## config.mk

```make
export PLATFORM = sky130hd
export DESIGN_NAME = minimac2_rx_sched
export DESIGN_NICKNAME = d
export VERILOG_FILES = /design/src/rtl/minimac2_pkg.sv /design/src/rtl/minimac2_rx_slot.sv /design/src/rtl/minimac2_rx_sched.sv
export SDC_FILE = /design/constraint.sdc
export NUM_CORES = 1
export LEC_CHECK = 0
export ABC_AREA = 1
export CAP_MARGIN = 20
export CORE_MARGIN = 2
export CORE_UTILIZATION = 30
export DETAILED_ROUTE_END_ITERATION = 10
export GPL_TIMING_DRIVEN = 0
export HOLD_SLACK_MARGIN = 0.02
export MAX_ROUTING_LAYER = met4
export PLACE_DENSITY = 0.62
export SLEW_MARGIN = 10
export SYNTH_ARGS = -nofsm -noshare
export SYNTH_HDL_FRONTEND = slang
export SYNTH_HIERARCHICAL = 1
export SYNTH_SLANG_ARGS = --single-unit
```

## constraint.sdc

```tcl
create_clock -name sys_clk -period 1.3 [get_ports sys_clk]
set_clock_uncertainty 0.05 [all_clocks]
set_input_delay 0.26 -clock sys_clk [delete_from_list [all_inputs] [get_ports sys_clk]]
set_output_delay 0.26 -clock sys_clk [all_outputs]
set_load 0.01 [all_outputs]
```

## src/rtl/minimac2_pkg.sv

```systemverilog
// Shared constants for the minimac2 RX slot scheduler: slot states, CSR word map, widths.
package minimac2_pkg;

   localparam int NSLOT_W = 1;
   localparam int LEN_W   = 11;
   localparam int DROP_W  = 16;

   localparam logic [1:0] SLOT_DISABLED = 2'd0;
   localparam logic [1:0] SLOT_ARMED    = 2'd1;
   localparam logic [1:0] SLOT_FULL     = 2'd2;

   localparam logic [2:0] RX_ADR_S0STATE = 3'd0;
   localparam logic [2:0] RX_ADR_S0LEN   = 3'd1;
   localparam logic [2:0] RX_ADR_S1STATE = 3'd2;
   localparam logic [2:0] RX_ADR_S1LEN   = 3'd3;
   localparam logic [2:0] RX_ADR_DROPCNT = 3'd4;
   localparam logic [2:0] RX_ADR_STATUS  = 3'd5;

   // Software may only disable or arm a slot; FULL is reachable by hardware only.
   function automatic logic slot_wr_ok(input logic [1:0] v);
      return !v[1];
   endfunction

endpackage

```

## src/rtl/minimac2_rx_slot.sv

```systemverilog
// One RX buffer slot: ownership state plus committed frame length.
// Software writes are blocked while the RX engine owns the slot (lock).
module minimac2_rx_slot
   import minimac2_pkg::*;
(
   input  logic             sys_clk,
   input  logic             sys_rst_n,
   input  logic             sw_we,
   input  logic [1:0]       sw_state,
   input  logic             lock,
   input  logic             commit,
   input  logic [LEN_W-1:0] commit_len,
   output logic [1:0]       state,
   output logic [LEN_W-1:0] len
);

   logic [1:0]       state_reg;
   logic [LEN_W-1:0] len_reg;

   always_ff @(posedge sys_clk or negedge sys_rst_n) begin
      if (!sys_rst_n) begin
         state_reg <= SLOT_DISABLED;
         len_reg   <= '0;
      end else if (commit) begin
         state_reg <= SLOT_FULL;
         len_reg   <= commit_len;
      end else if (sw_we && !lock && slot_wr_ok(sw_state)) begin
         state_reg <= sw_state;
      end
   end

   assign state = state_reg;
   assign len   = len_reg;

endmodule

```

## src/rtl/minimac2_rx_sched.sv

```systemverilog
// RX slot scheduler: assigns frames to armed slots (round-robin when both armed),
// commits lengths, raises irq and exposes a CSR window. Option: MINIMAC2_RX_DROPCNT_EN.
module minimac2_rx_sched
   import minimac2_pkg::*;
(
   input  logic             sys_clk,
   input  logic             sys_rst_n,
   input  logic             csr_we,
   input  logic [2:0]       csr_adr,
   input  logic [31:0]      csr_di,
   output logic [31:0]      csr_do,
   input  logic             rx_start,
   input  logic             rx_done,
   input  logic             rx_err,
   input  logic [LEN_W-1:0] rx_len,
   output logic             rx_ready,
   output logic             rx_active,
   output logic             rx_slot_sel,
   output logic             irq
);

   localparam logic [0:0] ST_IDLE = 1'b0;
   localparam logic [0:0] ST_RECV = 1'b1;

   logic [0:0]       fsm_reg;
   logic             rr_reg;
   logic             sel_reg;
   logic             irq_reg;
   logic [31:0]      csr_do_reg;
   logic [31:0]      csr_do_next;
   logic [1:0]       slot_state [2];
   logic [LEN_W-1:0] slot_len [2];
   logic [DROP_W-1:0] drop_val;

   logic in_recv, any_armed, both_armed, accept, drop, commit_ok, pick;
   logic unused_ok;

   assign in_recv    = (fsm_reg == ST_RECV);
   assign any_armed  = (slot_state[0] == SLOT_ARMED) || (slot_state[1] == SLOT_ARMED);
   assign both_armed = (slot_state[0] == SLOT_ARMED) && (slot_state[1] == SLOT_ARMED);
   assign rx_ready   = !in_recv && any_armed;
   assign accept     = rx_start && rx_ready;
   assign drop       = rx_start && !in_recv && !any_armed;
   // rx_err wins over a simultaneous rx_done; zero-length frames leave the slot armed.
   assign commit_ok  = in_recv && rx_done && !rx_err && (rx_len != '0);
   assign pick       = both_armed ? rr_reg : (slot_state[0] != SLOT_ARMED);

   generate
      for (genvar gi = 0; gi < 2; gi++) begin : g_slot
         minimac2_rx_slot u_slot (
            .sys_clk    (sys_clk),
            .sys_rst_n  (sys_rst_n),
            .sw_we      (csr_we && (csr_adr == 3'(2 * gi))),
            .sw_state   (csr_di[1:0]),
            .lock       (in_recv && (sel_reg == 1'(gi))),
            .commit     (commit_ok && (sel_reg == 1'(gi))),
            .commit_len (rx_len),
            .state      (slot_state[gi]),
            .len        (slot_len[gi])
         );
      end
   endgenerate

   always_ff @(posedge sys_clk or negedge sys_rst_n) begin
      if (!sys_rst_n) begin
         fsm_reg <= ST_IDLE;
         rr_reg  <= 1'b0;
         sel_reg <= 1'b0;
         irq_reg <= 1'b0;
      end else begin
         irq_reg <= (slot_state[0] == SLOT_FULL) || (slot_state[1] == SLOT_FULL);
         if (in_recv) begin
            if (rx_done || rx_err)
               fsm_reg <= ST_IDLE;
         end else if (accept) begin
            fsm_reg <= ST_RECV;
            sel_reg <= pick;
            if (both_armed)
               rr_reg <= ~rr_reg;
         end
      end
   end

`ifdef MINIMAC2_RX_DROPCNT_EN
   logic [DROP_W-1:0] drop_cnt_reg;
   logic [DROP_W-1:0] drop_cnt_next;

   // Clear is applied first so a same-cycle drop still counts.
   always_comb begin
      drop_cnt_next = drop_cnt_reg;
      if (csr_we && (csr_adr == RX_ADR_DROPCNT))
         drop_cnt_next = '0;
      if (drop && (drop_cnt_next != '1))
         drop_cnt_next = drop_cnt_next + 1'b1;
   end

   always_ff @(posedge sys_clk or negedge sys_rst_n) begin
      if (!sys_rst_n)
         drop_cnt_reg <= '0;
      else
         drop_cnt_reg <= drop_cnt_next;
   end

   assign drop_val = drop_cnt_reg;
`else
   assign drop_val = '0;
`endif

   always_comb begin
      csr_do_next = '0;
      case (csr_adr)
         RX_ADR_S0STATE: csr_do_next = {30'd0, slot_state[0]};
         RX_ADR_S0LEN:   csr_do_next = 32'(slot_len[0]);
         RX_ADR_S1STATE: csr_do_next = {30'd0, slot_state[1]};
         RX_ADR_S1LEN:   csr_do_next = 32'(slot_len[1]);
         RX_ADR_DROPCNT: csr_do_next = 32'(drop_val);
         RX_ADR_STATUS:  csr_do_next = {30'd0, rr_reg, in_recv};
         default:        csr_do_next = '0;
      endcase
   end

   always_ff @(posedge sys_clk or negedge sys_rst_n) begin
      if (!sys_rst_n)
         csr_do_reg <= '0;
      else
         csr_do_reg <= csr_do_next;
   end

   assign csr_do      = csr_do_reg;
   assign rx_active   = in_recv;
   assign rx_slot_sel = sel_reg;
   assign irq         = irq_reg;
   assign unused_ok   = ^{csr_di[31:2], drop};

   a_no_overlap: assert property (@(posedge sys_clk) disable iff (!sys_rst_n) !(in_recv && rx_start));

endmodule

```

==> results of run 1 <==
## synthesized netlist by cell type
| cell | instances | share of area, % |
|---|---|---|
| a21oi_1 | 1 | 0.25 |
| and2_0 | 1 | 0.31 |
| buf_2 | 1 | 0.25 |
| buf_4 | 23 | 8.5 |
| buf_6 | 4 | 2.2 |
| conb_1 | 1 | 0.19 |
| dfrtp_1 | 41 | 51 |
| inv_1 | 30 | 5.6 |
| inv_2 | 3 | 0.56 |
| nand2_1 | 102 | 19 |
| nand2_2 | 1 | 0.31 |
| nand3_1 | 9 | 2.2 |
| nand4_1 | 5 | 1.5 |
| nor2_1 | 16 | 3.0 |
| nor3_1 | 1 | 0.25 |
| nor3_4 | 1 | 0.80 |
| nor4_1 | 2 | 0.62 |
| o21ai_0 | 11 | 2.7 |
| o21ai_2 | 1 | 0.43 |
| o22ai_1 | 1 | 0.31 |
| o31ai_1 | 1 | 0.37 |
## report_power, final
part | switching [uW] | internal (uW) | leakage [uW]
clock | 484 | 381 | 0.0000445
combinational | 820 | 756 | 0.000992
sequential | 292 | 1710 | 0.000532
## path summary, 6_finish.rpt
| path | to | cells after the start | from | slack, ns |
|---|---|---|---|---|
| max | rx_ready | 4 | g_slot[1].u_slot/state[1]$_DFFE_PN0P_ | -0.15 |
| min | csr_do[1]$_DFF_PN0_ | 4 | csr_adr[2] | 0.23 |
| min reg2reg | g_slot[0].u_slot/len[6]$_DFFE_PN0P_ | 2 | g_slot[0].u_slot/len[6]$_DFFE_PN0P_ | 0.43 |
| min in group asynchronous | g_slot[0].u_slot/len[1]$_DFFE_PN0P_ | 2 | sys_rst_n | 0.38 |
| max in group asynchronous | rx_active$_DFF_PN0_ | 3 | sys_rst_n | 0.33 |
| max reg2reg | g_slot[1].u_slot/len[10]$_DFFE_PN0P_ | 9 | rx_active$_DFF_PN0_ | -0.07 |
## layout make-up
cell class | count | area share [%]
clock buffer | 5 | 2.37
inverter | 33 | 4.52
multi-input combinational | 174 | 30.0
buffer | 28 | 7.92
sequential | 41 | 35.4
timing repair buffer | 49 | 15.7
clock inverter | 3 | 0.732
tap | 77 | 3.31
## layout by cell type (no fill, tap or decap), types with 2 or more instances in the layout
master	Yosys	final
buf_2	1	4
buf_4	23	27
buf_6	4	12
clkbuf_8	0	5
clkdlybuf4s15_1	0	4
clkdlybuf4s50_1	0	5
conb_1	1	21
dfrtp_1	41	38
dfrtp_2	0	3
dlygate4sd2_1	0	23
inv_1	30	27
inv_2	3	3
inv_4	0	3
nand2_1	102	73
nand2_2	1	27
nand2_4	0	3
nand3_1	9	7
nand3_2	0	2
nand4_1	5	5
nor2_1	16	13
nor2_4	0	3
o21ai_0	11	11
## layer usage
layer / GRT usage [%] / vias up / wire length, um
met5: - / - / 0
met2: 21.5 / 43 / 2310
met3: 2.60 / 6 / 234
met1: 17.8 / 805 / 2160
met4: 5.19 / 0 / 89
li1: - / 887 / -
## through the flow
step	utilization [%]	setup WS, ns	hold slack [ns]
after floorplan	-	0.0333	-0.0856
after global placement	39.6	-1.15	0.403
after detailed placement	40.0	-0.584	0.184
after CTS	43.4	-0.162	0.218
after global routing	45.3	-0.195	0.252
final	45.3	-0.152	0.232
## cell families (layout without fill, tap and decap cells)
group,after synthesis,after routing,synth area share [%]
flops,41,41,50.7
buf+inv,61,118,17.1
compound gates,15,15,4.08
simple gates,138,138,27.9
other cells,1,21,0.185
## what timing repair did
item	in CTS	in global routing
resized for setup	65	37
pin swaps	6	15
setup buffers	8	1
setup endpoints to repair	42	30
gates cloned	2	1
hold endpoints to repair	17	0
hold buffers	1	0
## worst register-to-register path, delay by kind of cell (launching register included)
kind / cells / cell delay [ns]
AND/OR/NAND/NOR: 6 / 0.49
flip-flops: 1 / 0.38
buffers and inverters: 3 / 0.35
==> run_results.csv, run 1 <==
group,metric,value,unit
run_status,run_status,"finished, violations left",
run_status,violations,"negative setup slack",
setup_path,slowest_stage,"dfrtp_1",
setup_path,crit_arrival,1.14,ns
final_layout,drive_gt1_share,30.3,%
sta,hold_viol_final,0,
sta,timing.final.crit_share,112,%
final_layout,multiInputGateArea,872,sq um
clock_network,htree_levels,2,
final_layout,antenna_cells,0,
drt,wirelength,4790,um
final_layout,final_cells,410,
logic_synthesis,syn-cell-area,2020,sq um
setup_path,max_stage_delay,0.41,ns
logic_synthesis,syn_area_per_cell,7.91,sq um
logic_synthesis,syn-instance-count,256,
placement,dp.cells,389,
setup_path,crit_type,"register to primary output",
setup_path,crit_required,0.99,ns
global_route,grt_max_degree,25,
drt,ant_nets,0,
setup_path,crit_path_max_fanout,4,
setup_path,cp.buffers_inverters,2,
placement,gp_congestion,0.852,
logic_synthesis,synth_seq_cells,41,
setup_path,critical-path-top-delay-family,"flip-flops",
drt,drtIter0Drc,130,
global_route,first_global_vias,1618,
global_route,antenna_found_initial,0,
global_route,grt_first_pass_wirelength,7730,um
global_route,track_usage,13.8,%
floorplanning,pin_count,88,
setup_path,path_cells,"inv_2 > nand2_4 > a21oi_2 > buf_2",
drt,via_per_inst,4.25,
clock_network,path_clk_slew,0.09,ns
power_and_ir_drop,peakVddDrop,0.488,mV
sta,setup-violations-final,19,
sta,grt_setup_unrepaired,"yes",
drt,vias,1741,
floorplanning,rows,29,
power_and_ir_drop,power-per-cell-area,1530,nW/um^2
final_layout,final-seq-area,1030,sq um
flow_run,drv_cap,0,
setup_path,cp-end-kind,"primary output",
final_layout,syn_to_final_growth,43.6,%
floorplanning,dieArea,7420,sq um
global_route,grt_overflow,0,
hold_path,holdCritPathClass,"input port to register",
drt,wire_per_inst,11.7,um
clock_network,cts_root_buf,"clkbuf_8",
drt,drc,0,
placement,dpl_cell_area,2570,sq um
final_layout,stdcell_area,2910,sq um
power_and_ir_drop,leakage,0.00157,uW
sta,fin_setup_tns,-0.820,ns
clock_network,tritoncts,"yes",
final_layout,fillCellCount,620,
floorplanning,die_x,86.1,um
placement,io_buffers,35,
sta,setup_slack,-0.152,ns
clock_network,clockBufferDepth,2,
drt,dr.pass1.iters,4,
placement,dpl.hpwl,3100,um
clock_network,clk_latency,0.31,ns
sta,fmax,0.689,GHz
clock_network,cts_buffers,5,
setup_path,crit_path_start_kind,"register",
floorplanning,core-area,6420,sq um
clock_network,cts.sink_count,41,
floorplanning,die_y,86.1,um
sta,finalMaxSlewViolations,0,
floorplanning,start_util,31.5,%
final_layout,largest_reg_flops,22,
logic_synthesis,yosysWarnings,6,
power_and_ir_drop,power,4450,uW
logic_synthesis,ys_seq_area_share,50.7,%
sta,period_minus_slack,1.45,ns
final_layout,nets,384,
logic_synthesis,ys_types,21,
Power figures use the tool's default switching activity.
==> inputs of run 2 (changes only) <==
CORE_MARGIN = 5   (was 2)
PLACE_DENSITY = default   (was 0.62)
==> run_results.csv, run 2 (synthesis results as in run 1) <==
group,metric,value,unit
run_status,run_status,"finished, violations left",
run_status,violations,"negative setup slack",
power_and_ir_drop,leakage,0.00163,uW
floorplanning,start_util,30.3,%
clock_network,path_clk_slew,0.08,ns
setup_path,crit_type,"register to primary output",
final_layout,multiInputGateArea,931,sq um
placement,place_worst_setup_slack,-0.570,ns
global_route,grt_overflow,0,
drt,wirelength,5150,um
power_and_ir_drop,power_frac_comb,36.9,%
final_layout,final_common_cell,"nand2_1",
placement,gp_congestion,0.806,
drt,dr.pass1.iters,4,
power_and_ir_drop,power.switching,1630,uW
clock_network,htree_levels,2,
final_layout,fin_util,45.9,%
global_route,grt.met2_usage,21.3,%
flow_run,drv_cap,0,
drt,wire_per_inst,12.3,um
power_and_ir_drop,seqPwrFrac,44.7,%
sta,timing.final.crit_share,112,%
sta,grt_setup_unrepaired,"yes",
clock_network,cts_root_buf,"clkbuf_8",
setup_path,cp-end-kind,"primary output",
final_layout,antenna_cells,0,
final_layout,final_cells,419,
sta,fin_hold_ws,0.258,ns
power_and_ir_drop,internal_power,2900,uW
power_and_ir_drop,pwr-share-clk,18.4,%
floorplanning,die_x,92.1,um
global_route,grt_use_met1,16.0,%
hold_path,holdCritPathClass,"input port to register",
final_layout,nets,390,
placement,dp.cells,392,
floorplanning,rows,30,
global_route,grt_first_pass_wirelength,8470,um
setup_path,crit_path_start_kind,"register",
sta,period_minus_slack,1.45,ns
global_route,antenna_found_initial,0,
sta,hold_viol_final,0,
setup_path,crit_required,0.99,ns
sta,finalMaxSlewViolations,0,
power_and_ir_drop,peakVddDrop,0.498,mV
clock_network,clk_latency,0.29,ns
drt,drc,0,
final_layout,final_cell_mix,"61 x nand2_1, 40 x dfrtp_1, 34 x nand2_2, 29 x buf_4, 27 x inv_1",
setup_path,crit_arrival,1.14,ns
drt,ant_nets,0,
floorplanning,die_y,92.1,um
setup_path,slowest_stage,"dfrtp_1",
global_route,grt_busiest_layer,"met2",
clock_network,clockBufferDepth,2,
power_and_ir_drop,power-per-cell-area,1480,nW/um^2
final_layout,final-seq-area,1030,sq um
floorplanning,pin_count,88,
global_route,grtUsageMet3,2.71,%
final_layout,drive_gt1_share,33.9,%
clock_network,tritoncts,"yes",
final_layout,fillCellCount,655,
placement,dpl.hpwl,3260,um
floorplanning,core-area,6680,sq um
final_layout,syn_to_final_growth,51.5,%
placement,io_buffers,35,
drt,drtIter0Drc,124,
final_layout,largest_reg_flops,22,
power_and_ir_drop,swShare,36.0,%
drt,via_per_inst,4.17,
drt,vias,1747,
sta,setup_slack,-0.152,ns
setup_path,crit_path_max_fanout,4,
global_route,grt_max_degree,29,
global_route,track_usage,13.1,%
sta,fin_setup_tns,-1.08,ns
sta,fmax,0.689,GHz
setup_path,max_stage_delay,0.44,ns
sta,setup-violations-final,24,
global_route,first_global_vias,1768,
clock_network,cts.sink_count,41,
clock_network,cts_buffers,5,
setup_path,path_cells,"nand2_2 > a21oi_2 > buf_2",
floorplanning,dieArea,8490,sq um
-- run 2: cell types whose count changed in the layout (fill, tap and decap cells not counted), moves of 2 or more --
cell,change
nand2_1,-12
nand2_2,+7
buf_4,+2
buf_8,+3
dfrtp_1,+2
nand2_4,+5
dfrtp_2,-2
-- run 2: timing repair --
action / in CTS / in global routing
hold buffers: 1 / 0
buffers inserted: 14 / 1
cloned: 3 / 0
resized for setup: 77 / 45
endpoints found under the setup margin: 42 / 29
pin swaps: 14 / 21
endpoints found under the hold margin: 13 / 0
-- run 2: path summary, 6_finish.rpt --
check / from / end / slack, ns / cells after the start
max: g_slot[1].u_slot/state[0]$_DFFE_PN0P_ / rx_ready / -0.15 / 3
min: csr_adr[2] / csr_do[1]$_DFF_PN0_ / 0.26 / 4
max reg2reg: rx_active$_DFF_PN0_ / g_slot[1].u_slot/len[10]$_DFFE_PN0P_ / -0.06 / 9
min reg2reg: g_slot[1].u_slot/len[7]$_DFFE_PN0P_ / g_slot[1].u_slot/len[7]$_DFFE_PN0P_ / 0.43 / 2
max in group asynchronous: sys_rst_n / rx_active$_DFF_PN0_ / 0.38 / 3
min in group asynchronous: sys_rst_n / g_slot[1].u_slot/len[1]$_DFFE_PN0P_ / 0.35 / 2
-- run 2: power groups by stage --
stage | Sequential [uW] | Combinational [uW] | Clock [uW]
2_1_floorplan | 1990 | 689 | 0
3_3_place_gp | 2000 | 1180 | 0
3_5_place_dp | 2010 | 1210 | 0
4_1_cts | 1960 | 1500 | 866
5_1_grt | 2080 | 1860 | 926
6_report | 2030 | 1670 | 835
-- run 2: layout make-up --
| class | instances | area share (%) |
|---|---|---|
| Sequential cell | 41 | 33.5 |
| Multi-Input combinational cell | 174 | 30.3 |
| Timing Repair Buffer | 55 | 17.8 |
| Buffer | 28 | 7.87 |
| Inverter | 33 | 4.36 |
| Tap cell | 80 | 3.26 |
| Clock buffer | 6 | 2.37 |
| Clock inverter | 2 | 0.489 |
-- run 2: critical path, delay by kind of cell, from the launching register on --
| family | cells | cell delay [ns] |
|---|---|---|
| DFF | 1 | 0.44 |
| and+or+nand+nor | 1 | 0.11 |
| AOI/OAI and AO/OA | 1 | 0.15 |
| buffers and inverters | 1 | 0.15 |
-- run 2: per-stage QoR --
stage / area (sq um) / power (uW)
floorplan: 2100 / 2680
global placement: 2550 / 3180
detailed placement: 2560 / 3220
CTS: 2920 / 4320
global route: 3070 / 4870
finish: 3070 / 4530
-- run 2: per-layer routing --
metal | wire, um | vias to the layer above
met5 | 0 | -
met2 | 2620 | 51
met3 | 230 | 9
met4 | 80 | 0
li1 | - | 904
met1 | 2220 | 783
